### src/rtl/vend_payout_driver_if.sv
// Handshake bundle between the vending controller side and the payout driver.
// The master drives requests and sensor levels; the slave drives actuators and status.
interface vend_payout_driver_if;
  logic       product;
  logic [1:0] change;
  logic       vend_done;
  logic       coin_sensed;
  logic       clear_fault;
  logic       vend_motor;
  logic       coin_eject;
  logic       busy;
  logic       fault;
  logic       payout_done;
  logic       overflow;

  modport master (
    output product, change, vend_done, coin_sensed, clear_fault,
    input  vend_motor, coin_eject, busy, fault, payout_done, overflow
  );

  modport slave (
    input  product, change, vend_done, coin_sensed, clear_fault,
    output vend_motor, coin_eject, busy, fault, payout_done, overflow
  );
endinterface

### src/rtl/vend_payout_driver.sv
// Payout sequencer: runs the product motor, then one timed hopper eject per coin of
// change, buffering one request and latching a sticky fault on actuator stall.
module vend_payout_driver #(
  parameter int PULSE_CYCLES   = 4,
  parameter int GAP_CYCLES     = 2,
  parameter int TIMEOUT_CYCLES = 1000
) (
  input logic                  clk,
  input logic                  reset_n,
  vend_payout_driver_if.slave  bus
);
  localparam int MAX_A   = (TIMEOUT_CYCLES > PULSE_CYCLES) ? TIMEOUT_CYCLES : PULSE_CYCLES;
  localparam int MAX_CYC = (MAX_A > GAP_CYCLES) ? MAX_A : GAP_CYCLES;
  localparam int TW      = $clog2(MAX_CYC + 1);

  localparam logic [TW-1:0] TMO_LAST   = TW'(TIMEOUT_CYCLES - 1);
  localparam logic [TW-1:0] PULSE_LAST = TW'(PULSE_CYCLES - 1);
  localparam logic [TW-1:0] GAP_LAST   = TW'(GAP_CYCLES - 1);
  localparam logic [TW-1:0] TMR_MAX    = {TW{1'b1}};

  localparam logic [2:0] S_IDLE  = 3'd0;
  localparam logic [2:0] S_VEND  = 3'd1;
  localparam logic [2:0] S_COIN  = 3'd2;
  localparam logic [2:0] S_SENSE = 3'd3;
  localparam logic [2:0] S_GAP   = 3'd4;
  localparam logic [2:0] S_DONE  = 3'd5;
  localparam logic [2:0] S_FAULT = 3'd6;

  logic [2:0]    r_state;
  logic [2:0]    w_state_nxt;
  logic [TW-1:0] r_timer;
  logic [TW-1:0] r_coin_tmr;
  logic [1:0]    r_coins_left;
  logic [1:0]    w_coins_nxt;
  logic          r_pend_vld;
  logic [1:0]    r_pend_chg;
  logic          w_pend_vld_nxt;
  logic [1:0]    w_pend_chg_nxt;
  logic          r_sensed;
  logic          w_load;
  logic          w_ovf;
  logic          w_entry;
  logic          w_coin_entry;

  logic r_vend_motor;
  logic r_coin_eject;
  logic r_busy;
  logic r_fault;
  logic r_payout_done;
  logic r_overflow;

  assign w_entry      = (w_state_nxt != r_state);
  assign w_coin_entry = (w_state_nxt == S_COIN) && (r_state != S_COIN);

  // Next-state and coin bookkeeping for the payout sequence
  always_comb begin
    w_state_nxt = r_state;
    w_coins_nxt = r_coins_left;
    w_load      = 1'b0;
    case (r_state)
      S_IDLE: begin
        if (r_pend_vld) begin
          w_load      = 1'b1;
          w_coins_nxt = r_pend_chg;
          w_state_nxt = S_VEND;
        end else begin
          w_state_nxt = S_IDLE;
        end
      end
      S_VEND: begin
        if (bus.vend_done) begin
          w_state_nxt = (r_coins_left != 2'd0) ? S_COIN : S_DONE;
        end else if (r_timer >= TMO_LAST) begin
          w_state_nxt = S_FAULT;
        end else begin
          w_state_nxt = S_VEND;
        end
      end
      S_COIN: begin
        if (r_timer >= PULSE_LAST) begin
          w_state_nxt = S_SENSE;
        end else begin
          w_state_nxt = S_COIN;
        end
      end
      S_SENSE: begin
        // a sense seen while the solenoid was still driven counts for this coin
        if (r_sensed || bus.coin_sensed) begin
          w_coins_nxt = (r_coins_left != 2'd0) ? (r_coins_left - 2'd1) : 2'd0;
          w_state_nxt = S_GAP;
        end else if (r_coin_tmr >= TMO_LAST) begin
          w_state_nxt = S_FAULT;
        end else begin
          w_state_nxt = S_SENSE;
        end
      end
      S_GAP: begin
        if (r_timer >= GAP_LAST) begin
          w_state_nxt = (r_coins_left != 2'd0) ? S_COIN : S_DONE;
        end else begin
          w_state_nxt = S_GAP;
        end
      end
      S_DONE: begin
        w_state_nxt = S_IDLE;
      end
      S_FAULT: begin
        if (bus.clear_fault) begin
          w_state_nxt = S_IDLE;
        end else begin
          w_state_nxt = S_FAULT;
        end
      end
      default: begin
        w_state_nxt = S_IDLE;
      end
    endcase
  end

  // Single-entry request buffer; a slot being loaded this cycle may be refilled
  always_comb begin
    w_pend_vld_nxt = r_pend_vld && !w_load;
    w_pend_chg_nxt = r_pend_chg;
    w_ovf          = 1'b0;
    if (bus.product) begin
      if (!r_pend_vld || w_load) begin
        w_pend_vld_nxt = 1'b1;
        w_pend_chg_nxt = bus.change;
      end else begin
        w_ovf = 1'b1;
      end
    end else begin
      w_ovf = 1'b0;
    end
  end

  // State, timers, buffer and sense latch
  always_ff @(posedge clk or negedge reset_n) begin
    if (!reset_n) begin
      r_state      <= S_IDLE;
      r_timer      <= {TW{1'b0}};
      r_coin_tmr   <= {TW{1'b0}};
      r_coins_left <= 2'd0;
      r_pend_vld   <= 1'b0;
      r_pend_chg   <= 2'd0;
      r_sensed     <= 1'b0;
    end else begin
      r_state      <= w_state_nxt;
      r_coins_left <= w_coins_nxt;
      r_pend_vld   <= w_pend_vld_nxt;
      r_pend_chg   <= w_pend_chg_nxt;
      r_timer      <= w_entry ? {TW{1'b0}} :
                      ((r_timer == TMR_MAX) ? r_timer : r_timer + TW'(1));
      r_coin_tmr   <= w_coin_entry ? {TW{1'b0}} :
                      ((r_coin_tmr == TMR_MAX) ? r_coin_tmr : r_coin_tmr + TW'(1));
      if (w_coin_entry) begin
        r_sensed <= 1'b0;
      end else if (((r_state == S_COIN) || (r_state == S_SENSE)) && bus.coin_sensed) begin
        r_sensed <= 1'b1;
      end else begin
        r_sensed <= r_sensed;
      end
    end
  end

  // Outputs registered from the next state so they line up with the state register
  always_ff @(posedge clk or negedge reset_n) begin
    if (!reset_n) begin
      r_vend_motor  <= 1'b0;
      r_coin_eject  <= 1'b0;
      r_busy        <= 1'b0;
      r_fault       <= 1'b0;
      r_payout_done <= 1'b0;
      r_overflow    <= 1'b0;
    end else begin
      r_vend_motor  <= (w_state_nxt == S_VEND);
      r_coin_eject  <= (w_state_nxt == S_COIN);
      r_busy        <= (w_state_nxt != S_IDLE) || w_pend_vld_nxt;
      r_fault       <= (w_state_nxt == S_FAULT);
      r_payout_done <= (w_state_nxt == S_DONE);
      r_overflow    <= w_ovf;
    end
  end

  assign bus.vend_motor  = r_vend_motor;
  assign bus.coin_eject  = r_coin_eject;
  assign bus.busy        = r_busy;
  assign bus.fault       = r_fault;
  assign bus.payout_done = r_payout_done;
  assign bus.overflow    = r_overflow;
endmodule

### src/flat_wrapper.sv
// flat-port wrapper written by rule: the top's interface ports become plain ports
module vend_payout_driver_flat 
#(
  parameter int PULSE_CYCLES   = 4,
  parameter int GAP_CYCLES     = 2,
  parameter int TIMEOUT_CYCLES = 1000
)
  (clk, reset_n, bus_product, bus_change, bus_vend_done, bus_coin_sensed, bus_clear_fault, bus_vend_motor, bus_coin_eject, bus_busy, bus_fault, bus_payout_done, bus_overflow);
  vend_payout_driver_if bus_i ();
  input logic clk;
  input logic reset_n;
  input wire logic [$bits(bus_i.product)-1:0] bus_product;
  input wire logic [$bits(bus_i.change)-1:0] bus_change;
  input wire logic [$bits(bus_i.vend_done)-1:0] bus_vend_done;
  input wire logic [$bits(bus_i.coin_sensed)-1:0] bus_coin_sensed;
  input wire logic [$bits(bus_i.clear_fault)-1:0] bus_clear_fault;
  output wire logic [$bits(bus_i.vend_motor)-1:0] bus_vend_motor;
  output wire logic [$bits(bus_i.coin_eject)-1:0] bus_coin_eject;
  output wire logic [$bits(bus_i.busy)-1:0] bus_busy;
  output wire logic [$bits(bus_i.fault)-1:0] bus_fault;
  output wire logic [$bits(bus_i.payout_done)-1:0] bus_payout_done;
  output wire logic [$bits(bus_i.overflow)-1:0] bus_overflow;
  assign bus_i.product = bus_product;
  assign bus_i.change = bus_change;
  assign bus_i.vend_done = bus_vend_done;
  assign bus_i.coin_sensed = bus_coin_sensed;
  assign bus_i.clear_fault = bus_clear_fault;
  assign bus_vend_motor = bus_i.vend_motor;
  assign bus_coin_eject = bus_i.coin_eject;
  assign bus_busy = bus_i.busy;
  assign bus_fault = bus_i.fault;
  assign bus_payout_done = bus_i.payout_done;
  assign bus_overflow = bus_i.overflow;
  vend_payout_driver #(.PULSE_CYCLES(PULSE_CYCLES), .GAP_CYCLES(GAP_CYCLES), .TIMEOUT_CYCLES(TIMEOUT_CYCLES)) u_core (.clk(clk), .reset_n(reset_n), .bus(bus_i));
endmodule
### config.mk
export PLATFORM = sky130hd
export DESIGN_NAME = vend_payout_driver_flat
export DESIGN_NICKNAME = d
export VERILOG_FILES = /design/src/rtl/vend_payout_driver_if.sv /design/src/rtl/vend_payout_driver.sv /design/src/flat_wrapper.sv
export SDC_FILE = /design/constraint.sdc
export NUM_CORES = 1
export LEC_CHECK = 0
export BUFFER_PORTS_ARGS = -buffer_cell sky130_fd_sc_hd__buf_2
export CAP_MARGIN = 5
export CORE_AREA = 2 2 64 66
export DETAILED_ROUTE_END_ITERATION = 8
export DIE_AREA = 0 0 66 68
export HOLD_SLACK_MARGIN = 0.12
export PLACE_DENSITY_LB_ADDON = 0.25
export SKIP_CTS_REPAIR_TIMING = 1
export SLEW_MARGIN = 0
export SYNTH_ARGS = -nofsm -noshare
export SYNTH_HDL_FRONTEND = slang
export SYNTH_SLANG_ARGS = --single-unit
### constraint.sdc
create_clock -name clk -period 4.3 [get_ports clk]
set_input_delay 0.215 -clock clk [delete_from_list [all_inputs] [get_ports clk]]
set_output_delay 0.215 -clock clk [all_outputs]
set_load 0.03 [all_outputs]
# [Word-level counts from Yosys, hierarchy flattened]
# Index checks and enable logic that the tools add are counted.
[word_totals] input_bits=8 out_inout_bits=6 wordCells=79 regBits=35
[op_classes] reduce_logical=16 magnitude_cmp=4 mux=26 n_eq_ne=17 add_sub_neg=3
[ops] operator="2-to-1 mux 10 bit" count=4
[ops] operator="2-to-1 mux 3 bit" count=7
[ops] operator="adder 10 x 1 -> 10 bit, second input constant" count=2
[ops] operator="== test 10 bit, second input constant" count=2
[ops] operator=">= comparator 10 bit, second input constant" count=2
[ops] operator="case mux 3 bit (6 select lines)" count=1
[ops] operator="== test 3 bit, second input constant" count=4
[ops] operator=">= comparator 10 x 1 -> 1 bit, second input constant" count=1
[ops] operator=">= comparator 10 x 2 -> 1 bit, second input constant" count=1
[ops] operator="2-to-1 mux 1 bit" count=10
[ops] operator="== test 3 x 2 -> 1 bit, second input constant" count=3
[ops] operator="inequality test 2 x 1 -> 1 bit, second input constant" count=4
[ops] operator="== test 3 x 1 -> 1 bit, second input constant" count=2
[ops] operator="2-to-1 mux 2 bit" count=3
[ops] operator="nonzero test 2 bit" count=3
[ops] operator="logical OR 1 bit" count=4
[ops] operator="case mux 2 bit (2 select lines)" count=1
[ops] operator="logical AND 1 bit" count=3
[ops] operator="logical NOT 3 bit" count=1
[ops] operator="inequality test 3 x 2 -> 1 bit, second input constant" count=1
[ops] operator="inequality test 3 bit" count=1
[ops] operator="AND reduction 3 bit" count=1
[ops] operator="nonzero test 3 bit" count=1
[ops] operator="logical NOT 1 bit" count=2
[ops] operator="2 further kinds" count=2

# [Depth between registers and ports, before layout]
# Gate-level depths: netlist of run 1.
[depth] ltp_word=7 ltp_mapped=8 depth_no_buf=7

# [Least setup slack after synthesis of run 1]
# OpenSTA, ideal clock, no wires.
[synth_path] kind="reg2reg" startpoint="register u_core.r_coin_tmr[0]" endpoint="register u_core.r_timer[0]" t_required_ps=4149 arrival_time_ps=1942 stages_incl_launch_ff=7 setup_slack_ps=2208 period_less_slack_ps=2092 path_buffers=0 setup_ps=151 path_cell_list="dfrtp_1 ha_1 a211o_1 a311oi_2 a22oi_1 a21oi_1 nor4_1"
[synth_via] elab_chain_len=6 word_cells_on_any_way=7 classes_between="1 x order compare; 2 x eq/ne; 4 x mux"
[synth_rtl] item="start, declared" line_no="vend_payout_driver.sv:32" text="logic [TW-1:0] r_coin_tmr;"
[synth_rtl] item="start signal, assigned" line_no="vend_payout_driver.sv:142" text="r_coin_tmr <= {TW{1'b0}};"
[synth_rtl] item="start signal, assigned" line_no="vend_payout_driver.sv:154" text="r_coin_tmr <= w_coin_entry ? {TW{1'b0}} :"
[synth_rtl] item=">= comparator 10 bit *" line_no="vend_payout_driver.sv:91" text="end else if (r_coin_tmr >= TMO_LAST) begin"
[synth_rtl] item="2-to-1 mux 3 bit *" line_no="vend_payout_driver.sv:91"
[synth_rtl] item="2-to-1 mux 3 bit *" line_no="vend_payout_driver.sv:88" text="if (r_sensed || bus.coin_sensed) begin"
[synth_rtl] item="case mux 3 bit (6 select lines) *" line_no="vend_payout_driver.sv:60" text="case (r_state)"
[synth_rtl] item="inequality test 3 bit *" line_no="vend_payout_driver.sv:52" text="assign w_entry = (w_state_nxt != r_state);"
[synth_rtl] item="inequality test 2 x 1 -> 1 bit (no line) or 2-to-1 mux 10 bit (tied branches)"
[synth_rtl] item="end signal, assigned" line_no="vend_payout_driver.sv:141" text="r_timer <= {TW{1'b0}};"
[synth_rtl] item="end signal, assigned" line_no="vend_payout_driver.sv:152" text="r_timer <= w_entry ? {TW{1'b0}} :"
[synth_rtl] item="end, declared" line_no="vend_payout_driver.sv:31" text="logic [TW-1:0] r_timer;"
# Every way passes the cells marked *; elsewhere a longest branch is shown, timed or not.
# A chain may end at the register's enable or synchronous reset.

# [Worst setup path after layout of run 1]
[layout_path] startpoint="register u_core.r_coin_tmr[0]" endpoint="register u_core.r_coin_tmr[2]"
[layout_via] elab_chain_len=7 word_cells_on_any_way=11 classes_between="1 x add/sub; 1 x order compare; 3 x eq/ne; 5 x mux; 1 x reduce/logical"
[layout_rtl] item=">= comparator 10 bit" line_no="vend_payout_driver.sv:91"
[layout_rtl] item="2-to-1 mux 3 bit" line_no="vend_payout_driver.sv:91"
[layout_rtl] item="2-to-1 mux 3 bit" line_no="vend_payout_driver.sv:88"
[layout_rtl] item="case mux 3 bit (6 select lines)" line_no="vend_payout_driver.sv:60"
[layout_rtl] item="== test 3 x 2 -> 1 bit" line_no="vend_payout_driver.sv:53" text="assign w_coin_entry = (w_state_nxt == S_COIN) && (r_state != S_COIN);"
[layout_rtl] item="logical AND 1 bit" line_no="vend_payout_driver.sv:53"
[layout_rtl] item="inequality test 2 x 1 -> 1 bit (no line) or 2-to-1 mux 10 bit (tied branches)"
# Parallel ways exist; a longest one is shown, timed or not. The select of a mux whose other input is x is not followed.

==> report_table.html, run 1 <==
<table>
<tr><th>Metric</th><th>Value</th></tr>
<tr><th colspan="2">Clock tree</th></tr>
<tr><td>Maximum count of clock buffers along a single path</td><td>2</td></tr>
<tr><td>Source-to-sink clock delay at the later pin of the worst-skew pair</td><td>290 ps</td></tr>
<tr><td>Root buffer cell</td><td>sky130_fd_sc_hd__clkbuf_8</td></tr>
<tr><td>Number of sinks driven by the clock tree</td><td>35</td></tr>
<tr><td>Num CTS Buffers</td><td>5</td></tr>
<tr><td>Clock tree from TritonCTS</td><td>built</td></tr>
<tr><td>Clock transition at the registers of the reported paths</td><td>80 ps</td></tr>
<tr><td>Number of H-tree branching levels</td><td>2</td></tr>
<tr><th colspan="2">STA</th></tr>
<tr><td>Hold Fails Final Rpt</td><td>0</td></tr>
<tr><td>Transition at the pin with the smallest max-transition slack</td><td>1196 ps</td></tr>
<tr><td>Clock Skew</td><td>9.832 ps</td></tr>
<tr><td>Number of max-slew violations in the final report</td><td>0</td></tr>
<tr><td>F_max</td><td>360.6 MHz</td></tr>
<tr><td>Number of setup violations in the final report</td><td>0</td></tr>
<tr><td>Worst hold slack</td><td>153.6 ps</td></tr>
<tr><td>Final setup TNS</td><td>0 ps</td></tr>
<tr><td>Max-Slew Margin vs Limit</td><td>0.2014</td></tr>
<tr><td>Setup repair after global routing missed its margin</td><td>no</td></tr>
<tr><td>Final min period</td><td>2773 ps</td></tr>
<tr><td>Period Utilization, post-route</td><td>0.6450</td></tr>
<tr><th colspan="2">Route</th></tr>
<tr><td>Vias</td><td>1587</td></tr>
<tr><td>Remaining antenna violation count after routing</td><td>0</td></tr>
<tr><td>Ratio of routed vias to standard cells</td><td>6.057</td></tr>
<tr><td>Number of detailed-route iterations in the first pass</td><td>5</td></tr>
<tr><td>Post-DR wirelength/cell</td><td>15.94 um</td></tr>
<tr><td>DRC viols</td><td>0</td></tr>
<tr><td>Total wirelength of the detailed-routed design</td><td>4175 um</td></tr>
<tr><td>Iter 0 DRT Violations</td><td>120</td></tr>
<tr><th colspan="2">Setup path</th></tr>
<tr><td>Required @ worst endpoint</td><td>4420 ps</td></tr>
<tr><td>Slowest cell on the critical path</td><td>sky130_fd_sc_hd__a211oi_2</td></tr>
<tr><td>Maximum cell stage delay along the critical path</td><td>940 ps</td></tr>
<tr><td>Critical Path Sink</td><td>u_core.r_coin_tmr[2]</td></tr>
<tr><td>Data arrival at the endpoint of the critical path</td><td>2890 ps</td></tr>
<tr><td>R2R Path End</td><td>u_core.r_coin_tmr[2]</td></tr>
<tr><td>CP Class</td><td>register to register</td></tr>
<tr><td>Path depth of the worst reg2reg path</td><td>6</td></tr>
<tr><td>Worst reg2reg path startpoint</td><td>u_core.r_coin_tmr[0]</td></tr>
<tr><td>Crit-path leading delay family</td><td>compound AO/OA/AOI/OAI gates</td></tr>
<tr><td>Nature of the critical path startpoint</td><td>register</td></tr>
<tr><td>Worst-path cell chain</td><td>ha_1 -&gt; a211o_1 -&gt; a311oi_2 -&gt; o211ai_2 -&gt; a211oi_2 -&gt; a221oi_2</td></tr>
<tr><td>Worst reg2reg setup slack</td><td>1530 ps</td></tr>
<tr><td>Max FO, Critical Path</td><td>11</td></tr>
<tr><td>Crit path capture type</td><td>register</td></tr>
<tr><td>Startpoint of the most critical setup path</td><td>u_core.r_coin_tmr[0]</td></tr>
<tr><td>CP Buf/Inv Count</td><td>0</td></tr>
<tr><td>Instance count on the critical path</td><td>6</td></tr>
<tr><th colspan="2">Yosys</th></tr>
<tr><td>Unique masters post-synth</td><td>57</td></tr>
<tr><td>Number of synthesized flops with an enable pin</td><td>0</td></tr>
<tr><td>Largest area contributor in the synthesized netlist</td><td>sky130_fd_sc_hd__dfrtp_1</td></tr>
<tr><td>Post-Syn Nets</td><td>208</td></tr>
<tr><td>Asr flop ratio synth</td><td>1.000</td></tr>
<tr><td>Post-Synthesis Mean Instance Area</td><td>10.30 um2</td></tr>
<tr><td>Register bit total from synthesis</td><td>35</td></tr>
<tr><td>Area of the mapped netlist</td><td>0.002018 mm2</td></tr>
<tr><td>Ys flop type</td><td>sky130_fd_sc_hd__dfrtp_1</td></tr>
<tr><td>Largest cells by area after synthesis</td><td>sky130_fd_sc_hd__dfrtp_1, sky130_fd_sc_hd__a21oi_2, sky130_fd_sc_hd__nand3_1</td></tr>
<tr><td>Area share of the largest cell type after synthesis</td><td>0.4340</td></tr>
<tr><td>Warnings, synthesis</td><td>0</td></tr>
<tr><td>Number of cells produced by synthesis</td><td>196</td></tr>
<tr><td>Sequential fraction of the synthesis area</td><td>0.4340</td></tr>
<tr><th colspan="2">Cells and area</th></tr>
<tr><td>Fill cell total of the finished layout</td><td>341</td></tr>
<tr><td>Synth-to-layout area growth</td><td>10.42%</td></tr>
<tr><td>Ratio of cells with drive above 1 in the final layout</td><td>0.2075</td></tr>
<tr><td>Number of nets in the layout</td><td>223</td></tr>
<tr><td>Antenna diode count</td><td>0</td></tr>
<tr><td>Multi-input gate area in the final layout</td><td>0.001069 mm2</td></tr>
<tr><td>Finished Layout Cells</td><td>262</td></tr>
<tr><td>Sequential Area</td><td>875.8 um2</td></tr>
<tr><th colspan="2">Place</th></tr>
<tr><td>Post-DP HPWL</td><td>2978 um</td></tr>
<tr><td>Count of port buffers added during placement</td><td>13</td></tr>
<tr><td>DP Cell Count</td><td>253</td></tr>
<tr><td>Weighted congestion at the end of routability-driven global placement</td><td>0.8293</td></tr>
<tr><th colspan="2">Floorplanning</th></tr>
<tr><td>Total die area</td><td>0.004488 mm2</td></tr>
<tr><td>Die Y</td><td>68 um</td></tr>
<tr><td>Std-Cell Core Area</td><td>0.003856 mm2</td></tr>
<tr><td>Overall die width</td><td>66 um</td></tr>
<tr><td>I/O Pins</td><td>14</td></tr>
<tr><td>Row count</td><td>23</td></tr>
<tr><td>Starting density of the core</td><td>0.5234</td></tr>
<tr><th colspan="2">Global routing</th></tr>
<tr><td>First-pass GRT wire length</td><td>6934 um</td></tr>
<tr><td>Total overflow reported by the global router</td><td>0</td></tr>
<tr><td>Via count of the first global-routing pass</td><td>1473</td></tr>
<tr><td>Maximum number of pins on one net before global-route repair</td><td>36</td></tr>
<tr><td>GRT Overall Usage</td><td>0.2044</td></tr>
<tr><td>Antenna violations before repair</td><td>0</td></tr>
<tr><th colspan="2">Pwr</th></tr>
<tr><td>Max rail drop VDD</td><td>0.0003381 V</td></tr>
<tr><td>Leakage component of the power</td><td>0.9113 nW</td></tr>
<tr><td>Power Density</td><td>673.3 mW/mm2</td></tr>
<tr><th colspan="2">Min path</th></tr>
<tr><td>Hold Path Depth</td><td>2</td></tr>
<tr><td>Hold Crit Class</td><td>input port to register</td></tr>
<tr><th colspan="2">Outcome</th></tr>
<tr><td>Status</td><td>finished clean</td></tr>
<tr><th colspan="2">Run</th></tr>
<tr><td>Maxcap violations</td><td>0</td></tr>
</table>
==> metal layers <==
metal	up-vias	track usage	wire length (um)
li1	764	-	-
met1	774	0.2896	1933
met2	45	0.3144	2020
met3	4	0.05099	184
met4	0	0.05612	38
met5	-	0	0
==> synth_stat cells (2+ instances only) <==
cell type	number
sky130_fd_sc_hd__dfrtp_1	35
sky130_fd_sc_hd__nand3_1	13
sky130_fd_sc_hd__nor2_1	12
sky130_fd_sc_hd__a21oi_2	9
sky130_fd_sc_hd__inv_1	9
sky130_fd_sc_hd__nand2_1	9
sky130_fd_sc_hd__nor3_1	9
sky130_fd_sc_hd__nor4_1	8
sky130_fd_sc_hd__xnor2_1	6
sky130_fd_sc_hd__o21ai_0	5
sky130_fd_sc_hd__xor2_1	5
sky130_fd_sc_hd__ha_1	4
sky130_fd_sc_hd__nand2b_1	4
sky130_fd_sc_hd__a21oi_1	3
sky130_fd_sc_hd__and2_1	3
sky130_fd_sc_hd__and3_1	3
sky130_fd_sc_hd__mux2i_1	3
sky130_fd_sc_hd__nand4_1	3
sky130_fd_sc_hd__nor2b_1	3
sky130_fd_sc_hd__o221ai_1	3
sky130_fd_sc_hd__a22oi_1	2
sky130_fd_sc_hd__a311oi_1	2
sky130_fd_sc_hd__a31oi_1	2
sky130_fd_sc_hd__buf_2	2
sky130_fd_sc_hd__buf_6	2
sky130_fd_sc_hd__clkbuf_1	2
sky130_fd_sc_hd__mux2_2	2
sky130_fd_sc_hd__nand3b_1	2
sky130_fd_sc_hd__nor3b_1	2
sky130_fd_sc_hd__o31ai_1	2
==> flip-flops by register name (all words and copies together) (netlist names), 2 cells and up <==
signal and cells:
u_core.r_coins_left 2, u_core.r_state 3, u_core.r_coin_tmr 10, u_core.r_timer 10
u_core.r_pend_chg 2
==> power by group <==
| part | switching (mW) | internal, mW |
|---|---|---|
| clock network | 0.122 | 0.173 |
| registers | 0.108 | 0.426 |
| logic | 0.431 | 0.241 |
==> logic make-up after synthesis <==
kind of cell / share of synthesized area
flops: 0.4340
mux: 0.02604
simple gates: 0.2374
fa+ha+maj: 0.02480
xor+xnor: 0.04774
buf+inv: 0.03658
compound gates: 0.1934
==> per-stage QoR <==
step	utilization	total power, mW	cell area (um2)	setup WS (ps)
global placement	0.5461	1.175	2106	1666
finish	0.5779	1.500	2228	1527
detailed placement	0.5461	1.207	2106	1561
global route	0.5779	1.607	2228	1332
floorplan	-	1.085	2018	2208
CTS	0.5753	1.505	2218	1542
==> how the worst min path moves through the flow <==
stage	from	endpoint	slack, ps
floorplan	reset_n	u_core.bus.busy	-80
global placement	reset_n	u_core.r_timer[7]	330
detailed placement	reset_n	u_core.r_timer[7]	340
CTS	reset_n	u_core.r_coins_left[0]	30
global route	bus_change[0]	u_core.r_pend_chg[0]	150
finish	bus_change[0]	u_core.r_pend_chg[0]	150
==> area by class of cell <==
type,instances,area share
Multi-Input combinational cell,146,0.4795
Clock inverter,3,0.01965
Inverter,9,0.01516
Timing Repair Buffer,14,0.03369
Sequential cell,35,0.3930
Clock buffer,5,0.03088
Tap cell,50,0.02807
==> cells in the final DEF (no fill, tap or decap), types with 4 or more instances in the layout <==
master / netlist / routed
sky130_fd_sc_hd__a21oi_2: 9 / 9
sky130_fd_sc_hd__nand2_1: 9 / 9
sky130_fd_sc_hd__nor4_1: 8 / 8
sky130_fd_sc_hd__nor3_1: 9 / 9
sky130_fd_sc_hd__nor2_1: 12 / 12
sky130_fd_sc_hd__inv_1: 9 / 9
sky130_fd_sc_hd__clkbuf_8: 0 / 5
sky130_fd_sc_hd__o21ai_0: 5 / 5
sky130_fd_sc_hd__xnor2_1: 6 / 6
sky130_fd_sc_hd__nand3_1: 13 / 13
sky130_fd_sc_hd__buf_2: 2 / 13
sky130_fd_sc_hd__nand2b_1: 4 / 4
sky130_fd_sc_hd__xor2_1: 5 / 5
sky130_fd_sc_hd__ha_1: 4 / 4
sky130_fd_sc_hd__dfrtp_1: 35 / 35
Note: power is estimated with default switching activity, not from simulation.
==> inputs of run 2 (changes only) <==
Settings changed: ABC_AREA from default to 1.
Clock period 4.3 ns to 2.9 ns, I/O delays scaled along.
==> run 2 against run 1 <==
Against the previous run: die area unchanged; clock power rose by 6%; global-route usage is 2.8 points lower; via count decreased by 4.5%; utilization increased by 0.16 points; clock skew down 4.9 ps; final cell count grew 19%; critical path type unchanged; synthesized cell count increased by 24%; sequential share of layout area decreased by 0.11 points; first-iteration DRC count fell by 28%; critical path depth up 5; setup slack lost 780 ps.
==> report_table.html, run 2 <==
<table>
<tr><th>Metric</th><th>Value</th></tr>
<tr><th colspan="2">Route</th></tr>
<tr><td>Met3 Routed Length</td><td>113 um (-39%)</td></tr>
<tr><td>Highest layer used for signal routing</td><td>met4</td></tr>
<tr><td>Iter 0 DRT Violations</td><td>86 (-28%)</td></tr>
<tr><td>Met1 wire length</td><td>1756 um (-9.2%)</td></tr>
<tr><td>Total wirelength of the detailed-routed design</td><td>3444 um (-18%)</td></tr>
<tr><td>Number of detailed-route iterations in the first pass</td><td>4 (-1)</td></tr>
<tr><td>Remaining antenna violation count after routing</td><td>0 (unchanged)</td></tr>
<tr><td>DRC viols</td><td>0 (unchanged)</td></tr>
<tr><td>Vias</td><td>1515 (-4.5%)</td></tr>
<tr><td>Met2 Routed Length</td><td>1492 um (-26%)</td></tr>
<tr><td>Ratio of routed vias to standard cells</td><td>4.840 (-20%)</td></tr>
<tr><td>Post-DR wirelength/cell</td><td>11.00 um (-31%)</td></tr>
<tr><th colspan="2">Yosys</th></tr>
<tr><td>Post-Synthesis Mean Instance Area</td><td>8.343 um2 (-19%)</td></tr>
<tr><td>Number of synthesized flops with an enable pin</td><td>0 (unchanged)</td></tr>
<tr><td>Cell with the most instances after synthesis</td><td>sky130_fd_sc_hd__nand2_1</td></tr>
<tr><td>Asr flop ratio synth</td><td>1.000 (unchanged)</td></tr>
<tr><td>Largest cells by area after synthesis</td><td>sky130_fd_sc_hd__dfrtp_1, sky130_fd_sc_hd__nor2_2, sky130_fd_sc_hd__nand2_1</td></tr>
<tr><td>Area of the mapped netlist</td><td>0.002036 mm2 (+0.87%)</td></tr>
<tr><td>Area share of the largest cell type after synthesis</td><td>0.4302 (-0.003734)</td></tr>
<tr><td>Number of cells produced by synthesis</td><td>244 (+24%)</td></tr>
<tr><td>Ranking of synthesized cells by instance count</td><td>sky130_fd_sc_hd__nand2_1, sky130_fd_sc_hd__dfrtp_1, sky130_fd_sc_hd__inv_1</td></tr>
<tr><td>Ys flop type</td><td>sky130_fd_sc_hd__dfrtp_1</td></tr>
<tr><td>Warnings, synthesis</td><td>0 (unchanged)</td></tr>
<tr><td>Largest area contributor in the synthesized netlist</td><td>sky130_fd_sc_hd__dfrtp_1</td></tr>
<tr><td>Register bit total from synthesis</td><td>35 (unchanged)</td></tr>
<tr><td>Post-Syn Nets</td><td>256 (+23%)</td></tr>
<tr><td>Unique masters post-synth</td><td>30 (-47%)</td></tr>
<tr><td>Sequential fraction of the synthesis area</td><td>0.4302 (-0.003734)</td></tr>
<tr><th colspan="2">Global routing</th></tr>
<tr><td>GRT Overall Usage</td><td>0.1769 (-0.02753)</td></tr>
<tr><td>Via count of the first global-routing pass</td><td>1367 (-7.2%)</td></tr>
<tr><td>Total overflow reported by the global router</td><td>0 (unchanged)</td></tr>
<tr><td>Maximum number of pins on one net before global-route repair</td><td>36 (unchanged)</td></tr>
<tr><td>First-pass GRT wire length</td><td>5899 um (-15%)</td></tr>
<tr><td>Antenna violations before repair</td><td>0 (unchanged)</td></tr>
<tr><th colspan="2">STA</th></tr>
<tr><td>Period Utilization, post-route</td><td>0.7432 (+0.09822)</td></tr>
<tr><td>Max-Slew Margin vs Limit</td><td>0.5020 (+0.3006)</td></tr>
<tr><td>Clock Skew</td><td>4.975 ps (-4.856 ps)</td></tr>
<tr><td>F_max</td><td>464.0 MHz (+29%)</td></tr>
<tr><td>Setup repair after global routing missed its margin</td><td>no</td></tr>
<tr><td>Final setup TNS</td><td>0 ps (unchanged)</td></tr>
<tr><td>Final min period</td><td>2155 ps (-618.1 ps)</td></tr>
<tr><td>Number of setup violations in the final report</td><td>0 (unchanged)</td></tr>
<tr><td>Hold Fails Final Rpt</td><td>0 (unchanged)</td></tr>
<tr><td>Transition at the pin with the smallest max-transition slack</td><td>747.0 ps (-448.7 ps)</td></tr>
<tr><td>Final worst-path setup slack</td><td>744.8 ps (-781.9 ps)</td></tr>
<tr><td>Number of max-slew violations in the final report</td><td>0 (unchanged)</td></tr>
<tr><th colspan="2">Clock tree</th></tr>
<tr><td>Maximum count of clock buffers along a single path</td><td>2 (unchanged)</td></tr>
<tr><td>Source-to-sink clock delay at the later pin of the worst-skew pair</td><td>280 ps (about the same)</td></tr>
<tr><td>Clock tree from TritonCTS</td><td>built</td></tr>
<tr><td>Clock transition at the registers of the reported paths</td><td>60 ps (-20 ps)</td></tr>
<tr><td>Number of H-tree branching levels</td><td>2 (unchanged)</td></tr>
<tr><td>Root buffer cell</td><td>sky130_fd_sc_hd__clkbuf_8</td></tr>
<tr><td>Num CTS Buffers</td><td>5 (unchanged)</td></tr>
<tr><td>Number of sinks driven by the clock tree</td><td>35 (unchanged)</td></tr>
<tr><th colspan="2">Setup path</th></tr>
<tr><td>Worst reg2reg setup slack</td><td>740 ps (-780 ps)</td></tr>
<tr><td>Required @ worst endpoint</td><td>3040 ps (-1380 ps)</td></tr>
<tr><td>Worst reg2reg path startpoint</td><td>u_core.r_timer[0]</td></tr>
<tr><td>Path depth of the worst reg2reg path</td><td>11 (+5)</td></tr>
<tr><td>Data arrival at the endpoint of the critical path</td><td>2300 ps (-590 ps)</td></tr>
<tr><td>Nature of the critical path startpoint</td><td>register</td></tr>
<tr><td>Crit path capture type</td><td>register</td></tr>
<tr><td>Max FO, Critical Path</td><td>11 (unchanged)</td></tr>
<tr><td>R2R Path End</td><td>u_core.r_coin_tmr[3]</td></tr>
<tr><td>CP Class</td><td>register to register</td></tr>
<tr><th colspan="2">Place</th></tr>
<tr><td>Count of port buffers added during placement</td><td>13 (unchanged)</td></tr>
<tr><td>Post-DP HPWL</td><td>2675 um (-10%)</td></tr>
<tr><td>DP Area</td><td>0.002152 mm2 (+2.2%)</td></tr>
<tr><td>Pre-CTS WS</td><td>734.5 ps (-826.0 ps)</td></tr>
<tr><td>Weighted congestion at the end of routability-driven global placement</td><td>0.8045 (-3.0%)</td></tr>
<tr><th colspan="2">Floorplanning</th></tr>
<tr><td>Std-Cell Core Area</td><td>0.003856 mm2 (unchanged)</td></tr>
<tr><td>I/O Pins</td><td>14 (unchanged)</td></tr>
<tr><td>Row count</td><td>23 (unchanged)</td></tr>
<tr><td>Starting density of the core</td><td>0.5279 (+0.004542)</td></tr>
<tr><td>Overall die width</td><td>66 um (unchanged)</td></tr>
<tr><td>Die Y</td><td>68 um (unchanged)</td></tr>
<tr><td>Total die area</td><td>0.004488 mm2 (unchanged)</td></tr>
<tr><th colspan="2">Cells and area</th></tr>
<tr><td>Most common cell after layout, fill and taps aside</td><td>sky130_fd_sc_hd__nand2_1</td></tr>
<tr><td>Antenna diode count</td><td>0 (unchanged)</td></tr>
<tr><td>Synth-to-layout area growth</td><td>9.772%</td></tr>
<tr><td>Largest registers ranked by flip-flop count</td><td>u_core.r_coin_tmr (10), u_core.r_timer (10), u_core.r_state (3)</td></tr>
<tr><td>Final cell area excluding filler cells</td><td>0.002235 mm2 (+0.28%)</td></tr>
<tr><td>Most frequent cells in the layout</td><td>sky130_fd_sc_hd__nand2_1, sky130_fd_sc_hd__dfrtp_1, sky130_fd_sc_hd__inv_1</td></tr>
<tr><td>Number of nets in the layout</td><td>276 (+24%)</td></tr>
<tr><td>Ratio of cells with drive above 1 in the final layout</td><td>0.2814 (+0.07382)</td></tr>
<tr><th colspan="2">Pwr</th></tr>
<tr><td>Max rail drop VDD</td><td>0.0006462 V (+91%)</td></tr>
<tr><td>Leakage component of the power</td><td>1.094 nW (+20%)</td></tr>
<tr><td>Power Density</td><td>909.6 mW/mm2 (+35%)</td></tr>
<tr><th colspan="2">Min path</th></tr>
<tr><td>Hold Crit Class</td><td>input port to register</td></tr>
<tr><td>Startpoint of the tightest hold check path</td><td>bus_product</td></tr>
<tr><td>Hold Path Depth</td><td>3 (+1)</td></tr>
<tr><td>Worst Hold End</td><td>u_core.bus.overflow</td></tr>
<tr><th colspan="2">Outcome</th></tr>
<tr><td>Status</td><td>finished clean</td></tr>
<tr><th colspan="2">Run</th></tr>
<tr><td>Maxcap violations</td><td>0 (unchanged)</td></tr>
</table>
run 2: cells by family after synthesis:
family / count (synthesis) / synth area share
flops: 35 / 0.4302
simple gates: 139 / 0.3755
fa+ha+maj: 4 / 0.02459
compound gates: 21 / 0.05840
buf+inv: 35 / 0.06822
xor+xnor: 10 / 0.04303
run 2: how the worst max path moves through the flow:
stage / endpoint / cells after the start / start / slack, ps
2_1_floorplan: u_core.r_coin_tmr[7] / 12 / u_core.r_timer[0] / 1170
3_3_place_gp: u_core.r_coin_tmr[3] / 11 / u_core.r_timer[0] / 830
3_5_place_dp: u_core.r_coin_tmr[3] / 11 / u_core.r_timer[0] / 730
4_1_cts: u_core.r_coin_tmr[3] / 11 / u_core.r_timer[0] / 720
5_1_grt: u_core.r_coin_tmr[3] / 11 / u_core.r_timer[0] / 570
6_report: u_core.r_coin_tmr[3] / 11 / u_core.r_timer[0] / 740
run 2: layer usage:
metal,vias to the layer above,global-route usage
li1,814,-
met1,669,0.2399
met4,0,0.08418
met2,23,0.2715
met5,-,0
met3,9,0.03947
run 2: area by class of cell:
type / instances / area [um2]
well taps: 50 / 62.56
multi-input cells: 174 / 1021
fillers: 376 / 1622
clock buffers: 6 / 72.57
repair buffers: 14 / 75.07
flip-flops and latches: 35 / 875.8
inverters: 34 / 127.6
run 2: through the flow:
stage	power (mW)	util	hold slack, ps	std cells
2_1_floorplan	1.557	-	-150.6	244
3_3_place_gp	1.731	0.5581	257.1	306
3_5_place_dp	1.739	0.5581	261.6	306
4_1_cts	2.061	0.5769	-49.47	312
5_1_grt	2.207	0.5795	133.1	313
6_report	2.033	0.5795	106.3	313
run 2: where the power goes:
group / total (mW) / switching [mW] / leakage, nW / internal [mW]
Combinational: 0.958 / 0.633 / 0.606 / 0.325
Sequential: 0.764 / 0.125 / 0.451 / 0.639
Clock: 0.311 / 0.151 / 0.0371 / 0.160
run 2: critical path, stage by stage, from the launching register on:
cell and delay (ps):
sky130_fd_sc_hd__dfrtp_1 430, sky130_fd_sc_hd__ha_1 270, sky130_fd_sc_hd__nand2_1 110, sky130_fd_sc_hd__nand2_1 90
sky130_fd_sc_hd__nand3_1 90, sky130_fd_sc_hd__nand2_1 50, sky130_fd_sc_hd__nand2_1 60, sky130_fd_sc_hd__nand2_2 90
sky130_fd_sc_hd__nor2_8 150, sky130_fd_sc_hd__nand3_2 100, sky130_fd_sc_hd__nor2_2 480, sky130_fd_sc_hd__nor2_1 90
